**config.mk**
```make
export PLATFORM = sky130hd
export DESIGN_NAME = div_unit
export DESIGN_NICKNAME = d
export VERILOG_FILES = /design/src/rtl/div_unit.sv
export SDC_FILE = /design/constraint.sdc
export NUM_CORES = 1
export LEC_CHECK = 0
export BUFFER_PORTS_ARGS = -buffer_cell sky130_fd_sc_hd__buf_2
export CAP_MARGIN = 10
export CELL_PAD_IN_SITES_DETAIL_PLACEMENT = 0
export CELL_PAD_IN_SITES_GLOBAL_PLACEMENT = 2
export CORE_MARGIN = 3
export CORE_UTILIZATION = 25
export CTS_BUF_LIST = sky130_fd_sc_hd__clkbuf_8
export DETAILED_ROUTE_END_ITERATION = 7
export PLACE_DENSITY = 0.67
export SLEW_MARGIN = 20
export SYNTH_ARGS = -nofsm -noshare
export SYNTH_HDL_FRONTEND = slang
export SYNTH_SLANG_ARGS = --single-unit
```
**constraint.sdc**
```tcl
create_clock -name clk -period 5.95 [get_ports clk]
set_input_delay 1.19 -clock clk [delete_from_list [all_inputs] [get_ports clk]]
set_output_delay 1.19 -clock clk [all_outputs]
set_load 0.05 [all_outputs]
```
**src/rtl/div_unit.sv**
```systemverilog
// Serial radix-2 restoring divider for RV32M DIV/DIVU/REM/REMU, one operation in flight.
// Latency: 33 cycles from accept to div_wb_valid; divide-by-zero and signed overflow take 1 cycle.
// Backpressure: the result is held in DONE until div_wb_ready; no new accept until RECOVER has passed.
//
// Ports:
//   clk, rst            clock and synchronous active-high reset
//   flush               abandons any operation in progress; no result is produced
//   dispatcher_div_inf  instruction_valid, div_control, rd, rs1, rs2 from the dispatcher
//   div_wb_ready        write-back accepts the result this cycle
//   div_wb_valid/_rd/_result  registered result, stable until the handshake
//   div_done            pulse in the handshake cycle (releases the dispatcher stall)
//   div_busy            high in every state except IDLE

package div_pkg;
    localparam int DIV_XLEN = 32;

    typedef enum logic [1:0] {
        DIV_OP_DIV  = 2'd0,
        DIV_OP_DIVU = 2'd1,
        DIV_OP_REM  = 2'd2,
        DIV_OP_REMU = 2'd3
    } div_op_t;

    typedef struct packed {
        logic    instruction_valid;
        div_op_t div_control;
    } div_ctrl_t;

    typedef struct packed {
        div_ctrl_t             ctrl;
        logic [4:0]            rd;
        logic [DIV_XLEN-1:0]   rs1;
        logic [DIV_XLEN-1:0]   rs2;
    } dispatcher_div_inf_t;
endpackage

module div_unit
    import div_pkg::*;
#(
    parameter int XLEN = 32
) (
    input  logic                clk,
    input  logic                rst,
    input  logic                flush,
    input  dispatcher_div_inf_t dispatcher_div_inf,
    input  logic                div_wb_ready,
    output logic                div_wb_valid,
    output logic [4:0]          div_wb_rd,
    output logic [XLEN-1:0]     div_wb_result,
    output logic                div_done,
    output logic                div_busy
);

    localparam int CW = $clog2(XLEN);

    typedef enum logic [1:0] {
        IDLE    = 2'd0,
        BUSY    = 2'd1,
        DONE    = 2'd2,
        RECOVER = 2'd3
    } state_t;

    state_t          state;
    div_op_t         op;
    logic [XLEN-1:0] rem;
    logic [XLEN-1:0] dvd;
    logic [XLEN-1:0] divisor;
    logic            q_neg;
    logic            r_neg;
    logic [CW-1:0]   cnt;

    // ---------------- accept-side decode ----------------
    logic            in_valid;
    div_op_t         in_op;
    logic [XLEN-1:0] in_rs1;
    logic [XLEN-1:0] in_rs2;
    logic            in_signed;
    logic            in_is_rem;
    logic [XLEN-1:0] in_rs1_abs;
    logic [XLEN-1:0] in_rs2_abs;
    logic            in_div0;
    logic            in_ovf;
    logic [XLEN-1:0] in_special_res;

    assign in_valid  = dispatcher_div_inf.ctrl.instruction_valid;
    assign in_op     = dispatcher_div_inf.ctrl.div_control;
    assign in_rs1    = XLEN'(dispatcher_div_inf.rs1);
    assign in_rs2    = XLEN'(dispatcher_div_inf.rs2);
    assign in_signed = (in_op == DIV_OP_DIV) || (in_op == DIV_OP_REM);
    assign in_is_rem = (in_op == DIV_OP_REM) || (in_op == DIV_OP_REMU);

    assign in_rs1_abs = (in_signed && in_rs1[XLEN-1]) ? (~in_rs1 + 1'b1) : in_rs1;
    assign in_rs2_abs = (in_signed && in_rs2[XLEN-1]) ? (~in_rs2 + 1'b1) : in_rs2;

    // Most-negative / -1 is the only signed quotient that does not fit in XLEN bits.
    assign in_div0 = (in_rs2 == '0);
    assign in_ovf  = in_signed && (in_rs1 == {1'b1, {(XLEN-1){1'b0}}}) && (in_rs2 == '1);

    always_comb begin
        in_special_res = '0;
        if (in_div0) begin
            in_special_res = in_is_rem ? in_rs1 : '1;
        end else if (in_ovf) begin
            in_special_res = in_is_rem ? '0 : in_rs1;
        end
    end

    // ---------------- one restoring step ----------------
    logic [XLEN:0]   rem_sh;
    logic [XLEN:0]   trial;
    logic            trial_ok;
    logic [XLEN-1:0] rem_nxt;
    logic [XLEN-1:0] dvd_nxt;

    assign rem_sh = {rem, dvd[XLEN-1]};
    assign trial  = rem_sh - {1'b0, divisor};
    // rem < divisor always holds, so a set shifted-out bit means rem_sh already
    // exceeds any XLEN-bit divisor and the subtraction must be taken even though
    // the (XLEN+1)-bit trial looks negative.
    assign trial_ok = rem_sh[XLEN] | ~trial[XLEN];
    assign rem_nxt  = trial_ok ? trial[XLEN-1:0] : rem_sh[XLEN-1:0];
    assign dvd_nxt  = {dvd[XLEN-2:0], trial_ok};

    logic [XLEN-1:0] quo_fin;
    logic [XLEN-1:0] rem_fin;
    logic [XLEN-1:0] final_res;

    assign quo_fin   = q_neg ? (~dvd_nxt + 1'b1) : dvd_nxt;
    assign rem_fin   = r_neg ? (~rem_nxt + 1'b1) : rem_nxt;
    assign final_res = ((op == DIV_OP_REM) || (op == DIV_OP_REMU)) ? rem_fin : quo_fin;

    // ---------------- control ----------------
    always_ff @(posedge clk) begin
        if (rst) begin
            state         <= IDLE;
            div_wb_valid  <= 1'b0;
            div_wb_rd     <= '0;
            div_wb_result <= '0;
            cnt           <= '0;
        end else if (flush) begin
            state        <= IDLE;
            div_wb_valid <= 1'b0;
        end else begin
            case (state)
                IDLE: begin
                    if (in_valid) begin
                        op        <= in_op;
                        div_wb_rd <= dispatcher_div_inf.rd;
                        dvd       <= in_rs1_abs;
                        divisor   <= in_rs2_abs;
                        q_neg     <= in_signed && (in_rs1[XLEN-1] ^ in_rs2[XLEN-1]);
                        r_neg     <= in_signed && in_rs1[XLEN-1];
                        rem       <= '0;
                        cnt       <= '0;
                        if (in_div0 || in_ovf) begin
                            state         <= DONE;
                            div_wb_valid  <= 1'b1;
                            div_wb_result <= in_special_res;
                        end else begin
                            state <= BUSY;
                        end
                    end
                end
                BUSY: begin
                    rem <= rem_nxt;
                    dvd <= dvd_nxt;
                    cnt <= cnt + 1'b1;
                    // The last step writes the signed-corrected result straight
                    // into the output register so valid rises with DONE.
                    if (cnt == CW'(XLEN-1)) begin
                        state         <= DONE;
                        div_wb_valid  <= 1'b1;
                        div_wb_result <= final_res;
                    end
                end
                DONE: begin
                    if (div_wb_ready) begin
                        state        <= RECOVER;
                        div_wb_valid <= 1'b0;
                    end
                end
                // The dispatcher still shows the finished DIV for this one cycle.
                RECOVER: state <= IDLE;
                default: state <= IDLE;
            endcase
        end
    end

    assign div_done = div_wb_valid && div_wb_ready && !flush;
    assign div_busy = (state != IDLE);

endmodule

```
==> metrics.csv <==
stage,metric,value,unit
synthesis,Yosys cell types,91,
finish,"Core Util, Final",29.1,%
finish,ANT cells,0,
timing,period utilization,85.9,%
grt,total grt overflow,0,
outcome,status,finished clean,
grt,vias in the first global route,10903,
critical_path,CP Launch Type,flop,
placement,# port buffers,115,
grt,pin count of the biggest net entering global routing,91,
detailed_routing,iteration count of the initial detailed-routing pass,5,
timing,Final setup viols,0,
grt,first-pass GRT wire length,68000,microns
detailed_routing,via count,11147,
synthesis,"FF+latch count, synth",144,
placement,hpwl dp,35800,microns
clocking,clk buf depth,2,
pwr,pwr/cell area,194,nW/um^2
pwr,Pwr Total,0.00259,W
clocking,Clock Root Buffer,clkbuf_8,
grt,GRT Util Overall,17.9,%
timing,fmax,196,MHz
timing,final period demand of the worst path,5.11,ns
critical_path,worst-case reg-to-reg path depth,20,
synthesis,number of flops mapped to enable cells by yosys,99,
synthesis,Mapped Area,11800,sq um
pwr,Logic pwr share,24.5,%
synthesis,Mapped Cells,1435,
critical_path,Setup crit start,dvd[31]$_DFFE_PP_,
job,max cap viols,0,
finish,"commonest non-fill, non-tap cell in the layout",nor2_1,
min_path,"Endpoint, Worst Hold",div_wb_result[4]$_SDFFE_PP0P_,
floorplanning,# IOs,116,
synthesis,"Async S/R FF share, synth",0,%
clocking,clock insertion delay at the later pin of the skew report,0.51,ns
floorplanning,die width,223,microns
grt,initial antenna violation count,0,
clocking,CTS tree,yes,
finish,share of cells above drive strength 1,14.0,%
synthesis,ys flop type,edfxtp_1,
pwr,worst vdd ir,0.145,mV
synthesis,post-synth top area share,25.3,%
finish,Final #Nets,1638,
critical_path,Worst EP arrival,5.53,ns
timing,Rel. slew slack,26.9,%
synthesis,Syn Area/Cell,8.19,sq um
critical_path,CP required,6.37,ns
finish,fillers,4970,
timing,Least-Margin Pin Slew,1.10,ns
timing,Fin. Hold Viols,0,
min_path,hold depth,2,
clocking,"Setup Fix Bufs, Post-CTS",0,
clocking,TritonCTS Buffers,17,
detailed_routing,Routed wire per std cell,21.2,microns
critical_path,Crit Path Max Fanout,11,
timing,RSZ-0062 raised after global routing,no,
critical_path,R2R Path End,div_wb_result[30]$_SDFFE_PP0P_,
min_path,hold wc startpoint,div_wb_result[4]$_SDFFE_PP0P_,
clocking,H-tree depth,4,
synthesis,"Seq/Total Area, Yosys",33.0,%
clocking,Num Clock Sinks,144,
critical_path,Buffers & Inverters on Critical Path,2,
floorplanning,die height,223,microns
pwr,cell leakage power,4.88,nW
floorplanning,Initial Util,25.6,%
critical_path,worst path cell trace,inv_1 -> ha_1 -> fa_1 -> nor2b_4 -> o31ai_2 -> a211o_1 -> a211o_1 -> nand2_4 -> nand2_1 -> o21ai_0 -> ha_1 -> inv_1 -> a211oi_1 -> nand3_1 -> nor4_2 -> a22oi_1 -> nor2_1 -> nor4bb_1 -> mux2_1 -> nor4_1,
detailed_routing,Antenna Violating Nets Remaining,0,
floorplanning,core outline area,45900,sq um
detailed_routing,WL final,45100,microns
critical_path,Reg-to-Reg Start,dvd[31]$_DFFE_PP_,
detailed_routing,Iteration-0 DRC Markers,863,
synthesis,syn nets,1555,
critical_path,Worst setup EP type,flop,
critical_path,crit-path max cell delay,0.44,ns
detailed_routing,DR vias/cell,5.23,
pwr,switching share of power,35.6,%
detailed_routing,detailed-route DRC error count,0,
placement,GP Congestion,0.843,
timing,fin. max-slew vios,0,
timing,skew final,0.0150,ns
synthesis,synth warn,0,
synthesis,Yosys top cell by area,edfxtp_1,
min_path,hold crit path type,flop to flop,
placement,dpl cell area,13000,sq um
critical_path,critical path class,flop to flop,
critical_path,flop2flop setup slack,0.84,ns
pwr,clock power share,31.2,%
floorplanning,row count,78,
clocking,post-cts gate resize count,0,
pwr,internal power consumption,0.00167,W
timing,TNS Setup,0,ns
clocking,Worst-path clk slew,0.10,ns
critical_path,Slowest cell on crit path,fa_1,
finish,"commonest non-fill, non-tap cells in the layout","nor2_1, o21ai_0, buf_2, nand2_1",
critical_path,"delay-heaviest family, CP",simple AND/OR/NAND/NOR gates,
floorplanning,die area,49700,sq um
finish,Final Instance Area,13400,sq um
synthesis,leading post-synthesis cells by cell area,"edfxtp_1, dfxtp_1, nor2_1",
pwr,NetSw,0.000922,W
pwr,part of the power in registers,44.4,%
clocking,hold bufs inserted after CTS,0,
finish,Layout area overhead,13.7,%
==> power groups by stage <==
stage / registers, W / logic, W / clock network [W]
after floorplan: 0.00119 / 0.000385 / 0
after global placement: 0.00117 / 0.000635 / 0
after detailed placement: 0.00117 / 0.000636 / 0
after CTS: 0.00115 / 0.000638 / 0.000837
after global routing: 0.00115 / 0.000699 / 0.000872
final: 0.00115 / 0.000634 / 0.000808
==> through the flow <==
stage | hold slack, ns | instances | worst slack (ns)
after floorplan | 0.460 | 1435 | 0.856
after global placement | 0.475 | 2098 | 0.701
after detailed placement | 0.485 | 2099 | 0.733
after CTS | 0.502 | 2131 | 0.854
after global routing | 0.517 | 2131 | 0.390
final | 0.494 | 2131 | 0.839
==> cells in the mapped netlist (16+ instances only) <==
cell type,n
a211oi_1,16
a21oi_1,99
clkbuf_1,50
dfxtp_1,45
edfxtp_1,99
ha_1,43
inv_1,57
mux2i_1,25
nand2_1,106
nand3_1,26
nand4_1,21
nor2_1,187
nor3_1,42
nor4_1,19
o21ai_0,123
o31ai_1,34
or3_1,32
xnor2_1,63
xor2_1,61
==> sequential cells by signal, summed over array words and instances, names as in the netlist <==
name and cells:
div_wb_valid 1, cnt 5, r_neg 1, div_wb_result 32
rem 32, dvd 32, state 2, q_neg 1
divisor 32, op 1, div_wb_rd 5
==> final cells by class <==
cell class	instances	area [sq um]	area share, %
Inverter	62	233	1.74
Multi-Input combinational cell	1157	7370	55.1
Timing Repair Buffer	136	753	5.64
Tap cell	600	751	5.62
Sequential cell	144	3870	29.0
Clock buffer	17	234	1.75
Clock inverter	15	149	1.11
==> worst max path at each step <==
stage	to	slack, ns	cells after the start
after floorplan	div_wb_result[30]$_SDFFE_PP0P_	0.86	23
after global placement	div_wb_result[26]$_SDFFE_PP0P_	0.70	11
after detailed placement	div_wb_result[26]$_SDFFE_PP0P_	0.73	11
after CTS	div_wb_result[30]$_SDFFE_PP0P_	0.85	20
after global routing	div_wb_result[30]$_SDFFE_PP0P_	0.39	20
final	div_wb_result[30]$_SDFFE_PP0P_	0.84	20
==> kinds of logic (layout without fill, tap and decap cells) <==
family	count (synthesis)	after routing	synth area share, %
simple gates	530	530	22.3
flops	144	144	33.0
compound gates	430	430	23.6
buf+inv	134	230	4.64
xor+xnor	124	124	9.24
fa+ha+maj	44	44	4.75
mux	29	29	2.51
==> worst reg2reg max path, delay by kind of cell, from the launching register on <==
| kind | cells | cell delay [ns] |
|---|---|---|
| AND/OR/NAND/NOR | 8 | 1.70 |
| buffers and inverters | 2 | 0.16 |
| flip-flops | 1 | 0.39 |
| AO/OA/AOI/OAI | 6 | 1.55 |
| multiplexers | 1 | 0.35 |
| adder cells (fa/ha/maj) | 3 | 0.90 |
==> routing by layer <==
| metal | GRT usage (%) | vias up | share of wire, % |
|---|---|---|---|
| met2 | 28.8 | 223 | 47 |
| met3 | 2.05 | 36 | 3.6 |
| met1 | 25.5 | 5417 | 48 |
| li1 | - | 5471 | - |
| met4 | 4.82 | 0 | 1.7 |
| met5 | 0 | - | 0 |
Note: power is estimated with default switching activity, not from simulation.
